==> config.mk <==
export PLATFORM = sky130hd
export DESIGN_NAME = ibex_pext_alu_flat
export DESIGN_NICKNAME = d
export VERILOG_FILES = /design/src/rtl/ibex_pext_alu_if.sv /design/src/rtl/ibex_pext_alu.sv /design/src/flat_wrapper.sv
export SDC_FILE = /design/constraint.sdc
export NUM_CORES = 2
export LEC_CHECK = 0
export CAP_MARGIN = 20
export CORE_UTILIZATION = 40
export DETAILED_ROUTE_END_ITERATION = 7
export PLACE_DENSITY = 0.7
export SETUP_SLACK_MARGIN = 0.05
export SYNTH_ARGS = -nofsm -noshare
export SYNTH_HDL_FRONTEND = slang
export SYNTH_SLANG_ARGS = --single-unit
==> constraint.sdc <==
create_clock -name clk_i -period 13.4 [get_ports clk_i]
set_input_delay 2.68 -clock clk_i [delete_from_list [all_inputs] [get_ports clk_i]]
set_output_delay 2.68 -clock clk_i [all_outputs]
set_load 0.05 [all_outputs]
==> src/rtl/ibex_pext_alu_if.sv <==
// Type packages and the EX-stage bus for the packed-SIMD (Zpn) execution unit.
//
// ibex_pkg       : scalar ALU and multdiv operator encodings
// ibex_pkg_pext  : packed-SIMD operator encodings
// ibex_pext_alu_if
//   slave  : the execution unit (consumes operands, drives result/imd_val)
//   master : the EX stage / core side
// Signals: operator selects, mult_en/ready handshake, imd_val_q/d/we,
//          operand_a/b/rd, imm_val, adder_result, result, valid, set_ov,
//          comparison_result.

package ibex_pkg;
  typedef enum logic [6:0] {
    ALU_ADD, ALU_SUB, ALU_XOR, ALU_OR, ALU_AND, ALU_SLT, ALU_SLTU, ZPN_INSTR
  } alu_op_e;

  typedef enum logic [1:0] {
    MD_OP_MULL, MD_OP_MULH, MD_OP_DIV, MD_OP_REM
  } md_op_e;
endpackage

package ibex_pkg_pext;
  typedef enum logic [3:0] {
    ZPN_ADD16, ZPN_SUB16, ZPN_ADD8, ZPN_SUB8, ZPN_RADD16, ZPN_KADD16,
    ZPN_KSUB16, ZPN_SRA16, ZPN_SLL16, ZPN_SMMWB, ZPN_CRAS16
  } zpn_op_e;
endpackage

interface ibex_pext_alu_if;
  ibex_pkg_pext::zpn_op_e zpn_operator_i;
  logic                   zpn_instr_i;
  ibex_pkg::alu_op_e      alu_operator_i;
  ibex_pkg::md_op_e       multdiv_operator_i;
  logic [1:0]             signed_mode_i;
  logic                   div_en_i;
  logic                   div_sel_i;
  logic                   data_ind_timing_i;
  logic                   multdiv_sel_i;
  logic                   mult_sel_i;
  logic                   mult_en_i;
  logic                   multdiv_ready_id_i;
  logic [1:0][33:0]       imd_val_q_i;
  logic [1:0][33:0]       imd_val_d_o;
  logic [1:0]             imd_val_we_o;
  logic [31:0]            operand_a_i;
  logic [31:0]            operand_b_i;
  logic [31:0]            operand_rd_i;
  logic [4:0]             imm_val_i;
  logic [31:0]            adder_result_o;
  logic [31:0]            result_o;
  logic                   valid_o;
  logic                   set_ov_o;
  logic                   comparison_result_o;

  modport slave (
    input  zpn_operator_i, zpn_instr_i, alu_operator_i, multdiv_operator_i,
           signed_mode_i, div_en_i, div_sel_i, data_ind_timing_i,
           multdiv_sel_i, mult_sel_i, mult_en_i, multdiv_ready_id_i,
           imd_val_q_i, operand_a_i, operand_b_i, operand_rd_i, imm_val_i,
    output imd_val_d_o, imd_val_we_o, adder_result_o, result_o, valid_o,
           set_ov_o, comparison_result_o
  );

  modport master (
    output zpn_operator_i, zpn_instr_i, alu_operator_i, multdiv_operator_i,
           signed_mode_i, div_en_i, div_sel_i, data_ind_timing_i,
           multdiv_sel_i, mult_sel_i, mult_en_i, multdiv_ready_id_i,
           imd_val_q_i, operand_a_i, operand_b_i, operand_rd_i, imm_val_i,
    input  imd_val_d_o, imd_val_we_o, adder_result_o, result_o, valid_o,
           set_ov_o, comparison_result_o
  );
endinterface

==> src/rtl/ibex_pext_alu.sv <==
// Packed-SIMD (Zpn subset) execution unit beside the base ALU / multdiv.
// Single-cycle 16/8-bit lane ops, immediate lane shifts, scalar add/sub/slt,
// and a two-cycle SMMWB multiply that parks its low partial product in the
// core's imd_val[0] register.
//
// Ports: clk_i, rst_ni (async, active low), bus (ibex_pext_alu_if.slave).
// Build option: IBEX_PEXT_SAT_EN enables KADD16/KSUB16 saturation and
// set_ov_o; without it those ops decode as unsupported (result 0).

module ibex_pext_lane16 (
  input  ibex_pkg_pext::zpn_op_e i_op,
  input  logic [15:0]            i_a,
  input  logic [15:0]            i_b,
  input  logic [3:0]             i_sh,
  output logic [15:0]            o_res,
  output logic                   o_ov
);
  import ibex_pkg_pext::*;

  // 17-bit sign-extended sum/difference: bit 16 is the true sign
  logic [16:0] w_sum, w_dif;
  assign w_sum = {i_a[15], i_a} + {i_b[15], i_b};
  assign w_dif = {i_a[15], i_a} - {i_b[15], i_b};

`ifdef IBEX_PEXT_SAT_EN
  // Overflow when the 17-bit sign disagrees with bit 15; clip toward the sign
  function automatic logic [16:0] sat16(input logic [16:0] s);
    if (s[16] != s[15]) return {1'b1, (s[16] ? 16'h8000 : 16'h7fff)};
    return {1'b0, s[15:0]};
  endfunction
`endif

  always_comb begin
    o_res = '0;
    o_ov  = 1'b0;
    case (i_op)
      ZPN_ADD16:  o_res = w_sum[15:0];
      ZPN_SUB16:  o_res = w_dif[15:0];
      ZPN_RADD16: o_res = w_sum[16:1];
`ifdef IBEX_PEXT_SAT_EN
      ZPN_KADD16: {o_ov, o_res} = sat16(w_sum);
      ZPN_KSUB16: {o_ov, o_res} = sat16(w_dif);
`endif
      ZPN_SRA16:  o_res = $signed(i_a) >>> i_sh;
      ZPN_SLL16:  o_res = i_a << i_sh;
      default:    ;
    endcase
  end

  logic unused_lane;
  assign unused_lane = w_dif[16];
endmodule

module ibex_pext_alu (
  input  logic            clk_i,
  input  logic            rst_ni,
  ibex_pext_alu_if.slave  bus
);
  import ibex_pkg::*;
  import ibex_pkg_pext::*;

  typedef enum logic {IDLE, STEP1} mult_state_e;
  mult_state_e mult_state_q;

  logic [31:0] w_a, w_b;
  assign w_a = bus.operand_a_i;
  assign w_b = bus.operand_b_i;

  // 16-bit lanes
  logic [1:0][15:0] w_l16;
  logic [1:0]       w_ov16;
  for (genvar g = 0; g < 2; g++) begin : g_lane16
    ibex_pext_lane16 u_lane (
      .i_op  (bus.zpn_operator_i),
      .i_a   (w_a[16*g +: 16]),
      .i_b   (w_b[16*g +: 16]),
      .i_sh  (bus.imm_val_i[3:0]),
      .o_res (w_l16[g]),
      .o_ov  (w_ov16[g])
    );
  end

  // 8-bit lanes
  logic [3:0][7:0] w_add8, w_sub8;
  for (genvar g = 0; g < 4; g++) begin : g_lane8
    assign w_add8[g] = w_a[8*g +: 8] + w_b[8*g +: 8];
    assign w_sub8[g] = w_a[8*g +: 8] - w_b[8*g +: 8];
  end

  // Scalar adder, shared by ADD/SUB and exported for the compare/address path
  logic        w_is_sub;
  logic [31:0] w_adder;
  assign w_is_sub = !bus.zpn_instr_i &&
                    (bus.alu_operator_i inside {ALU_SUB, ALU_SLT, ALU_SLTU});
  assign w_adder  = w_is_sub ? (w_a - w_b) : (w_a + w_b);

  // SMMWB split: a*b = (a_hi*b)<<16 + a_lo*b, so bits [47:16] equal
  // a_hi*b + (a_lo*b >>> 16) taken modulo 2^32.
  logic        w_smmwb;
  logic signed [33:0] w_part, w_hi, w_step;
  assign w_smmwb = bus.zpn_instr_i && (bus.zpn_operator_i == ZPN_SMMWB);
  assign w_part  = $signed({18'b0, w_a[15:0]}) *
                   $signed({{18{w_b[15]}}, w_b[15:0]});
  assign w_hi    = $signed({{18{w_a[31]}}, w_a[31:16]}) *
                   $signed({{18{w_b[15]}}, w_b[15:0]});
  assign w_step  = w_hi + ($signed(bus.imd_val_q_i[0]) >>> 16);

  // Leaving SMMWB or dropping mult_en_i aborts back to IDLE
  always_ff @(posedge clk_i or negedge rst_ni) begin
    if (!rst_ni)                          mult_state_q <= IDLE;
    else if (!bus.mult_en_i || !w_smmwb)  mult_state_q <= IDLE;
    else if (mult_state_q == IDLE)        mult_state_q <= STEP1;
    else                                  mult_state_q <= IDLE;
  end

  always_comb begin
    bus.result_o            = '0;
    bus.valid_o             = 1'b1;
    bus.set_ov_o            = 1'b0;
    bus.comparison_result_o = 1'b0;
    bus.imd_val_d_o         = '0;
    bus.imd_val_we_o        = 2'b00;
    if (bus.zpn_instr_i) begin
      // Lane module already returns 0 for ops it does not own
      bus.result_o = {w_l16[1], w_l16[0]};
      bus.set_ov_o = |w_ov16;
      case (bus.zpn_operator_i)
        ZPN_ADD8: bus.result_o = w_add8;
        ZPN_SUB8: bus.result_o = w_sub8;
        ZPN_SMMWB: begin
          bus.result_o = '0;
          if (mult_state_q == IDLE) begin
            bus.valid_o         = 1'b0;
            bus.imd_val_d_o[0]  = w_part;
            // Suppress the write while reset is held
            bus.imd_val_we_o[0] = rst_ni & bus.mult_en_i;
          end else begin
            bus.result_o = w_step[31:0];
          end
        end
        default: ;
      endcase
    end else begin
      case (bus.alu_operator_i)
        ALU_ADD, ALU_SUB: bus.result_o = w_adder;
        ALU_SLT: begin
          bus.comparison_result_o = $signed(w_a) < $signed(w_b);
          bus.result_o            = {31'b0, bus.comparison_result_o};
        end
        ALU_SLTU: begin
          bus.comparison_result_o = w_a < w_b;
          bus.result_o            = {31'b0, bus.comparison_result_o};
        end
        default: ;
      endcase
    end
  end

  assign bus.adder_result_o = w_adder;

  logic unused_in;
  assign unused_in = ^{bus.multdiv_operator_i, bus.signed_mode_i, bus.div_en_i,
                       bus.div_sel_i, bus.data_ind_timing_i, bus.multdiv_sel_i,
                       bus.mult_sel_i, bus.multdiv_ready_id_i,
                       bus.imd_val_q_i[1], bus.operand_rd_i, bus.imm_val_i[4],
                       w_step[33:32]};
endmodule

==> src/flat_wrapper.sv <==
// flat-port wrapper written by rule: the top's interface ports become plain ports
module ibex_pext_alu_flat import ibex_pkg::*; import ibex_pkg_pext::*;
  (clk_i, rst_ni, bus_zpn_operator_i, bus_zpn_instr_i, bus_alu_operator_i, bus_multdiv_operator_i, bus_signed_mode_i, bus_div_en_i, bus_div_sel_i, bus_data_ind_timing_i, bus_multdiv_sel_i, bus_mult_sel_i, bus_mult_en_i, bus_multdiv_ready_id_i, bus_imd_val_q_i, bus_operand_a_i, bus_operand_b_i, bus_operand_rd_i, bus_imm_val_i, bus_imd_val_d_o, bus_imd_val_we_o, bus_adder_result_o, bus_result_o, bus_valid_o, bus_set_ov_o, bus_comparison_result_o);
  ibex_pext_alu_if bus_i ();
  input  logic clk_i;
  input  logic rst_ni;
  input wire logic [$bits(bus_i.zpn_operator_i)-1:0] bus_zpn_operator_i;
  input wire logic [$bits(bus_i.zpn_instr_i)-1:0] bus_zpn_instr_i;
  input wire logic [$bits(bus_i.alu_operator_i)-1:0] bus_alu_operator_i;
  input wire logic [$bits(bus_i.multdiv_operator_i)-1:0] bus_multdiv_operator_i;
  input wire logic [$bits(bus_i.signed_mode_i)-1:0] bus_signed_mode_i;
  input wire logic [$bits(bus_i.div_en_i)-1:0] bus_div_en_i;
  input wire logic [$bits(bus_i.div_sel_i)-1:0] bus_div_sel_i;
  input wire logic [$bits(bus_i.data_ind_timing_i)-1:0] bus_data_ind_timing_i;
  input wire logic [$bits(bus_i.multdiv_sel_i)-1:0] bus_multdiv_sel_i;
  input wire logic [$bits(bus_i.mult_sel_i)-1:0] bus_mult_sel_i;
  input wire logic [$bits(bus_i.mult_en_i)-1:0] bus_mult_en_i;
  input wire logic [$bits(bus_i.multdiv_ready_id_i)-1:0] bus_multdiv_ready_id_i;
  input wire logic [$bits(bus_i.imd_val_q_i)-1:0] bus_imd_val_q_i;
  input wire logic [$bits(bus_i.operand_a_i)-1:0] bus_operand_a_i;
  input wire logic [$bits(bus_i.operand_b_i)-1:0] bus_operand_b_i;
  input wire logic [$bits(bus_i.operand_rd_i)-1:0] bus_operand_rd_i;
  input wire logic [$bits(bus_i.imm_val_i)-1:0] bus_imm_val_i;
  output wire logic [$bits(bus_i.imd_val_d_o)-1:0] bus_imd_val_d_o;
  output wire logic [$bits(bus_i.imd_val_we_o)-1:0] bus_imd_val_we_o;
  output wire logic [$bits(bus_i.adder_result_o)-1:0] bus_adder_result_o;
  output wire logic [$bits(bus_i.result_o)-1:0] bus_result_o;
  output wire logic [$bits(bus_i.valid_o)-1:0] bus_valid_o;
  output wire logic [$bits(bus_i.set_ov_o)-1:0] bus_set_ov_o;
  output wire logic [$bits(bus_i.comparison_result_o)-1:0] bus_comparison_result_o;
  assign bus_i.zpn_operator_i = bus_zpn_operator_i;
  assign bus_i.zpn_instr_i = bus_zpn_instr_i;
  assign bus_i.alu_operator_i = bus_alu_operator_i;
  assign bus_i.multdiv_operator_i = bus_multdiv_operator_i;
  assign bus_i.signed_mode_i = bus_signed_mode_i;
  assign bus_i.div_en_i = bus_div_en_i;
  assign bus_i.div_sel_i = bus_div_sel_i;
  assign bus_i.data_ind_timing_i = bus_data_ind_timing_i;
  assign bus_i.multdiv_sel_i = bus_multdiv_sel_i;
  assign bus_i.mult_sel_i = bus_mult_sel_i;
  assign bus_i.mult_en_i = bus_mult_en_i;
  assign bus_i.multdiv_ready_id_i = bus_multdiv_ready_id_i;
  assign bus_i.imd_val_q_i = bus_imd_val_q_i;
  assign bus_i.operand_a_i = bus_operand_a_i;
  assign bus_i.operand_b_i = bus_operand_b_i;
  assign bus_i.operand_rd_i = bus_operand_rd_i;
  assign bus_i.imm_val_i = bus_imm_val_i;
  assign bus_imd_val_d_o = bus_i.imd_val_d_o;
  assign bus_imd_val_we_o = bus_i.imd_val_we_o;
  assign bus_adder_result_o = bus_i.adder_result_o;
  assign bus_result_o = bus_i.result_o;
  assign bus_valid_o = bus_i.valid_o;
  assign bus_set_ov_o = bus_i.set_ov_o;
  assign bus_comparison_result_o = bus_i.comparison_result_o;
  ibex_pext_alu u_core (.clk_i(clk_i), .rst_ni(rst_ni), .bus(bus_i));
endmodule
==> results.json <==
{
  "ff_latch_area_um2": 25.02,
  "synth_cell_type_count": 87,
  "ys.flop_type": "dfrtp_1",
  "max_freq_mhz": 77.68,
  "initial_core_util": 0.4052,
  "die_area_um2": 73620,
  "fin_area_um2": 32320,
  "via_count": 26950,
  "post_drt_wl_per_cell_um": 21.73,
  "die_h_um": 271.3,
  "synth_top_area_cell": "fa_1",
  "fin_crit_sh": 0.9607,
  "yosysSeqAreaShare": 0.0008624,
  "place_congestion": 1.030,
  "rrSetupSlack_ns": 12.27,
  "post-route-drc-count": 0,
  "num_io_pins": 331,
  "fp-row-count": 98,
  "ys_seq_elements": 1,
  "hold_ws_ns": 0.8027,
  "maxCapViolations": 0,
  "grt_pass1_vias": 26350,
  "core_um2": 71610,
  "cp-start-kind": "primary input",
  "via_per_inst": 5.683,
  "status": "completed",
  "skew_ns": 0,
  "cp_max_fo": 9,
  "placedCellCount": 4740,
  "fin_nets": 4772,
  "max_flop_register": "u_core.mult_state_q",
  "synth-edff-count": 0,
  "max_slew.worst_pin.slew_ns": 1.094,
  "ctsHoldBuffers": 0,
  "grt.overflow.total": 0,
  "grt_pass1_wl_mm": 158.1,
  "min_from": "u_core.mult_state_q$_DFF_PN0_",
  "largest_reg_flops": 1,
  "n_fill_cell": 7168,
  "clock_latency_ns": 0,
  "rsz0062_at_grt": "false",
  "antenna_found_initial": 3,
  "fp.dieW_um": 271.3,
  "top_regs": "u_core.mult_state_q (1)",
  "portBuffers": 201,
  "post-synth-top-area-fraction": 0.3332,
  "crit_start": "bus_operand_a_i[22]",
  "critPathCaptureType": "output port",
  "grt_max_degree": 67,
  "worstReg2RegStart": "u_core.mult_state_q$_DFF_PN0_",
  "setup-tns-final_ns": 0,
  "period_needed_ns": 12.87,
  "antenna_left": 0,
  "grt.total_usage": 0.2771,
  "drive_above_1_share": 0.05646,
  "timing.slew.headroom": 0.2707,
  "path_clk_slew_ns": 0,
  "first_iter_violations": 2859,
  "placed_cell_area_um2": 32320,
  "syn-instance-count": 3676,
  "area_delta_synth_final_pct": 11.39,
  "worstPathArrival_ns": 10.19,
  "cts_setup_buffers": 0,
  "syn_avg_cell_area_um2": 7.893,
  "drv_slew": 0,
  "ctsResizeCount": 0,
  "required_ns": 10.72,
  "ys_warn_count": 0,
  "multi_input_area_um2": 25690,
  "critical_path_class": "primary input to output port",
  "finalSetupViolCount": 0,
  "first_pass_iters": 7,
  "async_reset_ff_frac": 1.000,
  "wirelength_mm": 103.1,
  "synthTopCellsByArea": "fa_1, ha_1, inv_1",
  "dp_hpwl_mm": 85.93,
  "syn_area_um2": 29020,
  "stdcell_count": 4742,
  "finalHoldViolations": 0,
  "min_path_type": "register to register"
}
cells in the final DEF (no fill, tap or decap), types with 22 or more instances in the layout:
| master | instances |
|---|---|
| nand2_1 | 374 |
| o21ai_1 | 51 |
| inv_1 | 615 |
| a21oi_1 | 178 |
| fa_1 | 483 |
| nor2_1 | 286 |
| nor3_1 | 50 |
| nand3_1 | 38 |
| clkdlybuf4s50_1 | 170 |
| o21ai_0 | 105 |
| a211oi_1 | 26 |
| xnor2_1 | 124 |
| buf_4 | 136 |
| ha_1 | 303 |
| o22ai_1 | 24 |
| mux2i_1 | 72 |
| o211ai_1 | 22 |
| xor2_1 | 49 |
| conb_1 | 36 |
| nand2b_1 | 49 |
| and2_1 | 162 |
| nor2b_1 | 28 |
| a31oi_1 | 29 |
| a21o_1 | 50 |
critical path: stages:
cell	delay (ns)
clkdlybuf4s50_1	0.96
buf_4	0.28
nand2_1	0.08
fa_1	0.57
inv_1	0.05
fa_1	0.56
fa_1	0.44
fa_1	0.47
fa_1	0.49
inv_1	0.05
fa_1	0.50
inv_1	0.05
ha_1	0.35
nand2_1	0.19
nor2_1	0.06
a221o_1	0.29
a211oi_1	0.36
nor2b_1	0.12
o21ai_1	0.27
a31oi_1	0.22
xnor2_1	0.34
a2bb2oi_1	0.36
o221ai_1	0.18
buf_4	0.23
cell usage after synthesis (all sizes together), types with 16 or more instances:
master  number
inv        624
fa         483
nand2      374
ha         303
nor2       287
a21oi      179
clkbuf     176
and2       162
o21ai      156
xnor2      124
mux2i       72
buf         70
nor3        52
a21o        51
nand2b      49
xor2        49
nand3       38
a31oi       29
nor2b       28
a211oi      26
o22ai       24
o211ai      22
o221ai      21
o21a        16
o21bai      16
cells by family after synthesis:
logic type      count (synthesis)  share of synthesized area
fa+ha+maj                     786                     0.4639
xor+xnor                      173                    0.05222
mux                            96                    0.03997
simple gates                 1066                     0.1704
flops                           1                  0.0008623
other cells                     1                  0.0001292
compound gates                676                     0.1536
buf+inv                       877                     0.1189
metal layers:
layer | vias to the layer above | global-route usage | routed length (um)
li1 | 12040 | - | -
met3 | 202 | 0.04326 | 10530
met4 | 4 | 0.06963 | 3321
met1 | 13350 | 0.4032 | 44170
met2 | 1355 | 0.4267 | 45010
met5 | - | 0 | 22
cell type report:
type	instances	area share
timing repair buffer	325	0.09415
antenna	2	0.0001548
multi-input combinational	2833	0.7949
sequential	1	0.0007742
inverter	631	0.07328
tap	950	0.03678
final timing paths:
check | end | cells past startpoint
worst min-delay path | u_core.mult_state_q$_DFF_PN0_ | 2
worst min register to register | u_core.mult_state_q$_DFF_PN0_ | 2
worst max-delay path | bus_result_o[28] | 24
min in group asynchronous | u_core.mult_state_q$_DFF_PN0_ | 1
worst max register to register | u_core.mult_state_q$_DFF_PN0_ | 2
max in group asynchronous | u_core.mult_state_q$_DFF_PN0_ | 1
per-stage QoR:
step	setup WS, ns	util
floorplan	1.576	-
global placement	0.6703	0.4513
detailed placement	0.6501	0.4513
CTS	0.6314	0.4513
global route	0.2060	0.4513
finish	0.5265	0.4514
